===== config.mk =====
export PLATFORM = sky130hd
export DESIGN_NAME = fll_cfg_master_flat
export DESIGN_NICKNAME = d
export VERILOG_FILES = /design/src/rtl/fll_cfg_pkg.sv /design/src/rtl/fll_cfg_master_if.sv /design/src/rtl/fll_lock_sync.sv /design/src/rtl/fll_cfg_master.sv /design/src/flat_wrapper.sv
export SDC_FILE = /design/constraint.sdc
export NUM_CORES = 1
export LEC_CHECK = 0
export CAP_MARGIN = 20
export CORE_MARGIN = 5
export CORE_UTILIZATION = 30
export CTS_CLUSTER_DIAMETER = 30
export CTS_CLUSTER_SIZE = 12
export DETAILED_ROUTE_END_ITERATION = 7
export SLEW_MARGIN = 20
export SYNTH_ARGS = -nofsm -noshare
export SYNTH_HDL_FRONTEND = slang
export SYNTH_HIERARCHICAL = 1
export SYNTH_SLANG_ARGS = --single-unit

===== constraint.sdc =====
create_clock -name clk_i -period 3.75 [get_ports clk_i]
set_input_delay 0.5625 -clock clk_i [delete_from_list [all_inputs] [get_ports clk_i]]
set_output_delay 0.5625 -clock clk_i [all_outputs]
set_load 0.02 [all_outputs]

===== src/rtl/fll_cfg_pkg.sv =====
// Shared types and constants for the FLL configuration-port initiator.
package fll_cfg_pkg;

  localparam int unsigned ADDR_W = 2;
  localparam int unsigned DATA_W = 32;

  localparam int unsigned ACK_TIMEOUT_DEF  = 256;
  localparam int unsigned LOCK_TIMEOUT_DEF = 65536;
  localparam int unsigned LOCK_SYNC_DEF    = 2;

  localparam logic WRN_WRITE = 1'b1;
  localparam logic WRN_READ  = 1'b0;

  // FLL register map
  localparam logic [ADDR_W-1:0] FLL_ADDR_STATUS = 2'd0;
  localparam logic [ADDR_W-1:0] FLL_ADDR_CFG1   = 2'd1;
  localparam logic [ADDR_W-1:0] FLL_ADDR_CFG2   = 2'd2;
  localparam logic [ADDR_W-1:0] FLL_ADDR_INTEG  = 2'd3;

  typedef enum logic [1:0] {
    ST_IDLE      = 2'd0,
    ST_REQ       = 2'd1,
    ST_LOCK_WAIT = 2'd2,
    ST_RESP      = 2'd3
  } state_e;

  typedef struct packed {
    logic              we;
    logic              lockwait;
    logic [ADDR_W-1:0] addr;
    logic [DATA_W-1:0] wdata;
  } cmd_t;

  function automatic int unsigned max_u(input int unsigned a, input int unsigned b);
    return (a > b) ? a : b;
  endfunction

endpackage


===== src/rtl/fll_cfg_master_if.sv =====
// Command/response and FLL-port signals between the SoC side, the initiator and the FLL.
interface fll_cfg_master_if;
  import fll_cfg_pkg::*;

  logic              cmd_valid;
  logic              cmd_ready;
  logic              cmd_we;
  logic              cmd_lockwait;
  logic [ADDR_W-1:0] cmd_addr;
  logic [DATA_W-1:0] cmd_wdata;

  logic              resp_valid;
  logic [DATA_W-1:0] resp_rdata;
  logic              resp_err;

  logic              fll_req;
  logic              fll_wrn;
  logic [ADDR_W-1:0] fll_add;
  logic [DATA_W-1:0] fll_data;
  logic              fll_ack;
  logic [DATA_W-1:0] fll_r_data;

  modport master (
    input  cmd_valid, cmd_we, cmd_lockwait, cmd_addr, cmd_wdata,
    output cmd_ready,
    output resp_valid, resp_rdata, resp_err,
    output fll_req, fll_wrn, fll_add, fll_data,
    input  fll_ack, fll_r_data
  );

  modport slave (
    output cmd_valid, cmd_we, cmd_lockwait, cmd_addr, cmd_wdata,
    input  cmd_ready,
    input  resp_valid, resp_rdata, resp_err,
    input  fll_req, fll_wrn, fll_add, fll_data,
    output fll_ack, fll_r_data
  );

endinterface


===== src/rtl/fll_lock_sync.sv =====
// Multi-stage synchroniser bringing the asynchronous FLL lock into the clk_i domain.
module fll_lock_sync
  import fll_cfg_pkg::*;
#(
  parameter int unsigned STAGES = LOCK_SYNC_DEF
) (
  input  logic clk_i,
  input  logic rst_i,
  input  logic async_i,
  output logic sync_o
);

  logic [STAGES-1:0] sync_q;

  always_ff @(posedge clk_i or posedge rst_i) begin
    if (rst_i) begin
      sync_q <= '0;
    end else begin
      sync_q <= {sync_q[STAGES-2:0], async_i};
    end
  end

  assign sync_o = sync_q[STAGES-1];

endmodule


===== src/rtl/fll_cfg_master.sv =====
// Turns single-beat register commands into FLL req/ack transactions with ack/lock timeouts
// and returns one response strobe per accepted command.
module fll_cfg_master
  import fll_cfg_pkg::*;
#(
  parameter int unsigned ACK_TIMEOUT  = ACK_TIMEOUT_DEF,
  parameter int unsigned LOCK_TIMEOUT = LOCK_TIMEOUT_DEF,
  parameter int unsigned LOCK_SYNC    = LOCK_SYNC_DEF
) (
  input  logic             clk_i,
  input  logic             rst_i,
  fll_cfg_master_if.master bus,
  input  logic             fll_lock_i,
  output logic             lock_o
);

  // One counter serves both the ack and the lock timeout.
  localparam int unsigned      CNT_W     = $clog2(max_u(ACK_TIMEOUT, LOCK_TIMEOUT));
  localparam logic [CNT_W-1:0] ACK_LAST  = CNT_W'(ACK_TIMEOUT - 1);
  localparam logic [CNT_W-1:0] LOCK_LAST = CNT_W'(LOCK_TIMEOUT - 1);
  localparam logic [CNT_W-1:0] CNT_MAX   = '1;

  state_e            state_q, state_d;
  cmd_t              cmd_q, cmd_d;
  logic [CNT_W-1:0]  cnt_q, cnt_d;
  logic [DATA_W-1:0] rdata_q, rdata_d;
  logic              err_q, err_d;
  logic              ready_q, ready_d;
  logic              req_q, req_d;
  logic              resp_valid_q, resp_valid_d;

  fll_lock_sync #(
    .STAGES (LOCK_SYNC)
  ) u_lock_sync (
    .clk_i   (clk_i),
    .rst_i   (rst_i),
    .async_i (fll_lock_i),
    .sync_o  (lock_o)
  );

  // Next state, captured command/response and next registered outputs
  always_comb begin
    state_d = state_q;
    cmd_d   = cmd_q;
    rdata_d = rdata_q;
    err_d   = err_q;
    cnt_d   = (cnt_q == CNT_MAX) ? cnt_q : cnt_q + CNT_W'(1);

    unique case (state_q)
      ST_IDLE: begin
        if (bus.cmd_valid && ready_q) begin
          cmd_d = '{we:       bus.cmd_we,
                    lockwait: bus.cmd_lockwait,
                    addr:     bus.cmd_addr,
                    wdata:    bus.cmd_wdata};
          state_d = ST_REQ;
        end
      end
      ST_REQ: begin
        // An ack in the timeout cycle still completes the transaction cleanly.
        if (bus.fll_ack) begin
          rdata_d = cmd_q.we ? '0 : bus.fll_r_data;
          err_d   = 1'b0;
          state_d = (cmd_q.we && cmd_q.lockwait) ? ST_LOCK_WAIT : ST_RESP;
        end else if (cnt_q == ACK_LAST) begin
          rdata_d = '0;
          err_d   = 1'b1;
          state_d = ST_RESP;
        end
      end
      ST_LOCK_WAIT: begin
        if (lock_o) begin
          err_d   = 1'b0;
          state_d = ST_RESP;
        end else if (cnt_q == LOCK_LAST) begin
          err_d   = 1'b1;
          state_d = ST_RESP;
        end
      end
      ST_RESP: begin
        state_d = ST_IDLE;
      end
      default: begin
        state_d = ST_IDLE;
      end
    endcase

    if (state_d != state_q) begin
      cnt_d = '0;
    end

    ready_d      = (state_d == ST_IDLE);
    req_d        = (state_d == ST_REQ);
    resp_valid_d = (state_d == ST_RESP);
  end

  always_ff @(posedge clk_i or posedge rst_i) begin
    if (rst_i) begin
      state_q      <= ST_IDLE;
      cmd_q        <= '0;
      cnt_q        <= '0;
      rdata_q      <= '0;
      err_q        <= 1'b0;
      ready_q      <= 1'b0;
      req_q        <= 1'b0;
      resp_valid_q <= 1'b0;
    end else begin
      state_q      <= state_d;
      cmd_q        <= cmd_d;
      cnt_q        <= cnt_d;
      rdata_q      <= rdata_d;
      err_q        <= err_d;
      ready_q      <= ready_d;
      req_q        <= req_d;
      resp_valid_q <= resp_valid_d;
    end
  end

  // FLL address/data come straight from the command register, so they hold outside REQ.
  assign bus.cmd_ready  = ready_q;
  assign bus.resp_valid = resp_valid_q;
  assign bus.resp_rdata = rdata_q;
  assign bus.resp_err   = err_q;
  assign bus.fll_req    = req_q;
  assign bus.fll_wrn    = cmd_q.we ? WRN_WRITE : WRN_READ;
  assign bus.fll_add    = cmd_q.addr;
  assign bus.fll_data   = cmd_q.wdata;

endmodule


===== src/flat_wrapper.sv =====
// flat-port wrapper written by rule: the top's interface ports become plain ports
module fll_cfg_master_flat import fll_cfg_pkg::*;
#(
  parameter int unsigned ACK_TIMEOUT  = ACK_TIMEOUT_DEF,
  parameter int unsigned LOCK_TIMEOUT = LOCK_TIMEOUT_DEF,
  parameter int unsigned LOCK_SYNC    = LOCK_SYNC_DEF
)
  (clk_i, rst_i, fll_lock_i, lock_o, bus_cmd_valid, bus_cmd_we, bus_cmd_lockwait, bus_cmd_addr, bus_cmd_wdata, bus_cmd_ready, bus_resp_valid, bus_resp_rdata, bus_resp_err, bus_fll_req, bus_fll_wrn, bus_fll_add, bus_fll_data, bus_fll_ack, bus_fll_r_data);
  fll_cfg_master_if bus_i ();
  input  logic clk_i;
  input  logic rst_i;
  input  logic fll_lock_i;
  output logic lock_o;
  input wire logic [$bits(bus_i.cmd_valid)-1:0] bus_cmd_valid;
  input wire logic [$bits(bus_i.cmd_we)-1:0] bus_cmd_we;
  input wire logic [$bits(bus_i.cmd_lockwait)-1:0] bus_cmd_lockwait;
  input wire logic [$bits(bus_i.cmd_addr)-1:0] bus_cmd_addr;
  input wire logic [$bits(bus_i.cmd_wdata)-1:0] bus_cmd_wdata;
  output wire logic [$bits(bus_i.cmd_ready)-1:0] bus_cmd_ready;
  output wire logic [$bits(bus_i.resp_valid)-1:0] bus_resp_valid;
  output wire logic [$bits(bus_i.resp_rdata)-1:0] bus_resp_rdata;
  output wire logic [$bits(bus_i.resp_err)-1:0] bus_resp_err;
  output wire logic [$bits(bus_i.fll_req)-1:0] bus_fll_req;
  output wire logic [$bits(bus_i.fll_wrn)-1:0] bus_fll_wrn;
  output wire logic [$bits(bus_i.fll_add)-1:0] bus_fll_add;
  output wire logic [$bits(bus_i.fll_data)-1:0] bus_fll_data;
  input wire logic [$bits(bus_i.fll_ack)-1:0] bus_fll_ack;
  input wire logic [$bits(bus_i.fll_r_data)-1:0] bus_fll_r_data;
  assign bus_i.cmd_valid = bus_cmd_valid;
  assign bus_i.cmd_we = bus_cmd_we;
  assign bus_i.cmd_lockwait = bus_cmd_lockwait;
  assign bus_i.cmd_addr = bus_cmd_addr;
  assign bus_i.cmd_wdata = bus_cmd_wdata;
  assign bus_cmd_ready = bus_i.cmd_ready;
  assign bus_resp_valid = bus_i.resp_valid;
  assign bus_resp_rdata = bus_i.resp_rdata;
  assign bus_resp_err = bus_i.resp_err;
  assign bus_fll_req = bus_i.fll_req;
  assign bus_fll_wrn = bus_i.fll_wrn;
  assign bus_fll_add = bus_i.fll_add;
  assign bus_fll_data = bus_i.fll_data;
  assign bus_i.fll_ack = bus_fll_ack;
  assign bus_i.fll_r_data = bus_fll_r_data;
  fll_cfg_master #(.ACK_TIMEOUT(ACK_TIMEOUT), .LOCK_TIMEOUT(LOCK_TIMEOUT), .LOCK_SYNC(LOCK_SYNC)) u_core (.clk_i(clk_i), .rst_i(rst_i), .bus(bus_i), .fll_lock_i(fll_lock_i), .lock_o(lock_o));
endmodule

==> impl_metrics.env <==
export IMPL_gp_congestion=0.8031
export IMPL_cp_required_ns=3.19
export IMPL_arrival_ns=2.06
export IMPL_clk_latency_ns=0.35
export IMPL_core_area_um2=13990
export IMPL_hold_path_class="reg -> reg"
export IMPL_ys_seq_area_frac=0.5333
export IMPL_critPathMaxFanout=35
export IMPL_finalPower_mw=4.743
export IMPL_synth_edff_count=0
export IMPL_vias=3167
export IMPL_rrSetupSlack_ns=1.47
export IMPL_numCtsBuffers=9
export IMPL_fp_dieW_um=130.0
export IMPL_yosys_warnings=6
export IMPL_worst_path_stages=1
export IMPL_max_freq_mhz=381.1
export IMPL_clock_path_buffers=2
export IMPL_synth_area_um2=4317
export IMPL_grt_start_max_net_pins=52
export IMPL_rsz0062_at_grt="no"
export IMPL_ir_drop_uv=368.3
export IMPL_status="complete, no violations"
export IMPL_critPathLaunchType="flop"
export IMPL_drt_wirelength_per_cell_um=16.11
export IMPL_critPathBufInv=1
export IMPL_drc=0
export IMPL_setup_tns_ns=0
export IMPL_ys_top_cells_by_count="92 x dfrtp_1, 37 x o21ai_0, 36 x inv_1, 36 x mux2_2, 35 x buf_4"
export IMPL_synth_most_common_cell="dfrtp_1"
export IMPL_syn_avg_cell_area_um2=11.45
export IMPL_num_io_pins=145
export IMPL_antenna_left=0
export IMPL_cts_sinks=92
export IMPL_routed_wl_mm=10.78
export IMPL_maxCapViolCount=0
export IMPL_slew_violations=0
export IMPL_dp_hpwl_mm=7.492
export IMPL_root_buffer="clkbuf_16"
export IMPL_drive_above_1_share=0.1677
export IMPL_ys_seq_elements=92
export IMPL_cts_resized=0
export IMPL_grt_pass1_wl_mm=17.29
export IMPL_grt_ovfl_total=0
export IMPL_yosysTopAreaCell="dfrtp_1"
export IMPL_synth_top_flop_cell="dfrtp_1"
export IMPL_portBuffers=144
export IMPL_antenna_found_initial=0
export IMPL_cts_tree="yes"
export IMPL_dieHeight_um=130.0
export IMPL_endpoint_kind="output pin"
export IMPL_htreeDepth=3
export IMPL_syn_num_nets=451
export IMPL_syn2layout_area_growth_pct=38.90
export IMPL_whs_path_depth=0
export IMPL_hold_violations=0
export IMPL_hold_buffers=0
export IMPL_clk_pin_slew_ns=0.06
export IMPL_cpLargestDelayFamily="flip-flops"
export IMPL_yosysTopAreaCellShare=0.5333
export IMPL_cp_slowest_cell="dfrtp_1"
export IMPL_finalNetCount=558
export IMPL_first_pass_iters=4
export IMPL_grtUsageTotal=0.1301
export IMPL_cts_setup_buffers=0
export IMPL_start_util=0.3086
export IMPL_setup_viol=0
export IMPL_crit_chain="clkdlybuf4s50_1"
export IMPL_fin_crit_ns=2.624
export IMPL_async_reset_ff_frac=1.000
export IMPL_std_cell_rows=43
export IMPL_viasPerCell=4.734
export IMPL_fin_skew_ns=0.008201
export IMPL_dieArea_um2=16890
export IMPL_layout_worst_path_cycle_share=0.6998
export IMPL_powerDensity_nw_per_um2=791.1
export IMPL_p_leak_nw=2.400
export IMPL_reg2reg_depth=5
export IMPL_slowest_delay_ns=0.94
export IMPL_netlist_instances=377
export IMPL_synth_area_top_cells="dfrtp_1 53%, mux2_2 9.4%, nand4b_1 6.5%, buf_4 6.1%, o21ai_0 4.3%"
export IMPL_grt_pass1_vias=3423
export IMPL_critPathKind="reg -> out"
export IMPL_yosysUniqueCellTypes=47
export IMPL_tightest_slew_ns=0.9644
export IMPL_antenna_cells=0
export IMPL_dr_first_iter_drc_count=156
export IMPL_slew_headroom=0.3571
==> per-layer routing <==
metal | vias up | routed length (um) | global-route usage
met5 | - | 0 | 0
met4 | 0 | 195 | 0.04707
met3 | 14 | 939 | 0.05076
met2 | 126 | 5065 | 0.1993
met1 | 1520 | 4577 | 0.1677
li1 | 1507 | - | -
==> placed cells by master (no fill, tap or decap), types with 2 or more instances in the layout <==
cell type,n
mux2_2,36
nor2_1,6
nand4b_1,32
nor2b_2,2
clkdlybuf4s50_1,144
o31ai_1,4
nor2_2,4
o21ai_0,37
and3_1,3
mux2i_1,2
nor3_1,7
a311oi_1,2
a31oi_1,3
or4_1,2
nand2_1,6
clkinv_2,3
buf_4,7
nor4_2,2
nand3_1,4
a211oi_1,2
inv_1,35
a21oi_2,6
a21oi_1,4
or3_1,4
clkbuf_16,9
and4_1,3
clkbuf_1,2
nand4_1,4
dfrtp_1,92
==> power by group <==
part | switching [mW] | internal, mW
sequential | 0.268 | 1.40
clock | 0.365 | 0.534
combinational | 1.08 | 1.09
total | 1.71 | 3.03
==> worst reg2reg max path: cells and delay by family (launching register included) <==
family,cells,cell delay [ns]
fa+ha+maj,1,0.24
flops,1,0.41
simple gates,2,1.02
compound gates,2,0.50
==> cell type report <==
cell class / count / area, um^2
clock buffer: 12 / 246.5
sequential: 92 / 2302
tap: 180 / 225.2
clock inverter: 4 / 48.80
inverter: 36 / 136.4
timing repair buffer: 152 / 1514
multi-input combinational: 193 / 1523
fill: 1336 / 7993
==> per-stage QoR <==
stage          instances    util  hold WS (ns)  setup slack (ns)  instance area, um^2
2_1_floorplan        377       -        0.3037            0.8522                 4317
3_3_place_gp         652  0.4061        0.3334             1.416                 5680
3_5_place_dp         652  0.4061        0.3457             1.379                 5680
4_1_cts              668  0.4272        0.3663             1.127                 5976
5_1_grt              669  0.4286        0.3722            0.9972                 5996
6_report             669  0.4286        0.3665             1.126                 5996
==> path summary, 6_finish.rpt <==
kind,startpoint,end
worst max-delay path,u_core/cmd_q[35]$_DFFE_PP0P_,bus_fll_wrn
worst min-delay path,u_core/u_lock_sync/sync_q[0]$_DFF_PP0_,u_core/u_lock_sync/sync_q[1]$_DFF_PP0_
worst max register to register,u_core/cnt_q[0]$_DFFE_PP0P_,u_core/bus.resp_err$_DFFE_PP0P_
worst min register to register,u_core/u_lock_sync/sync_q[0]$_DFF_PP0_,u_core/u_lock_sync/sync_q[1]$_DFF_PP0_
max in group asynchronous,rst_i,u_core/cmd_q[34]$_DFFE_PP0P_
min in group asynchronous,rst_i,u_core/u_lock_sync/sync_q[0]$_DFF_PP0_
==> logic make-up after synthesis <==
kind of cell / Yosys count / synth area share
DFF: 92 / 0.5333
xor gates and xnor gates: 2 / 0.004059
muxes: 38 / 0.09855
adders and majority gates: 1 / 0.002898
AOI/OAI and AO/OA: 62 / 0.09276
and+or+nand+nor: 90 / 0.1528
buffers and inverters: 92 / 0.1157
==> sequential cells by signal, summed over array words and instances (netlist names), 2 cells and up <==
register / cells
u_core/state_q: 2
u_core/cmd_q: 2
u_core/u_lock_sync/sync_q: 2
u_core/bus.fll_add: 2
u_core/cnt_q: 16
u_core/bus.fll_data: 32
u_core/bus.resp_rdata: 32
Power figures use the tool's default switching activity.
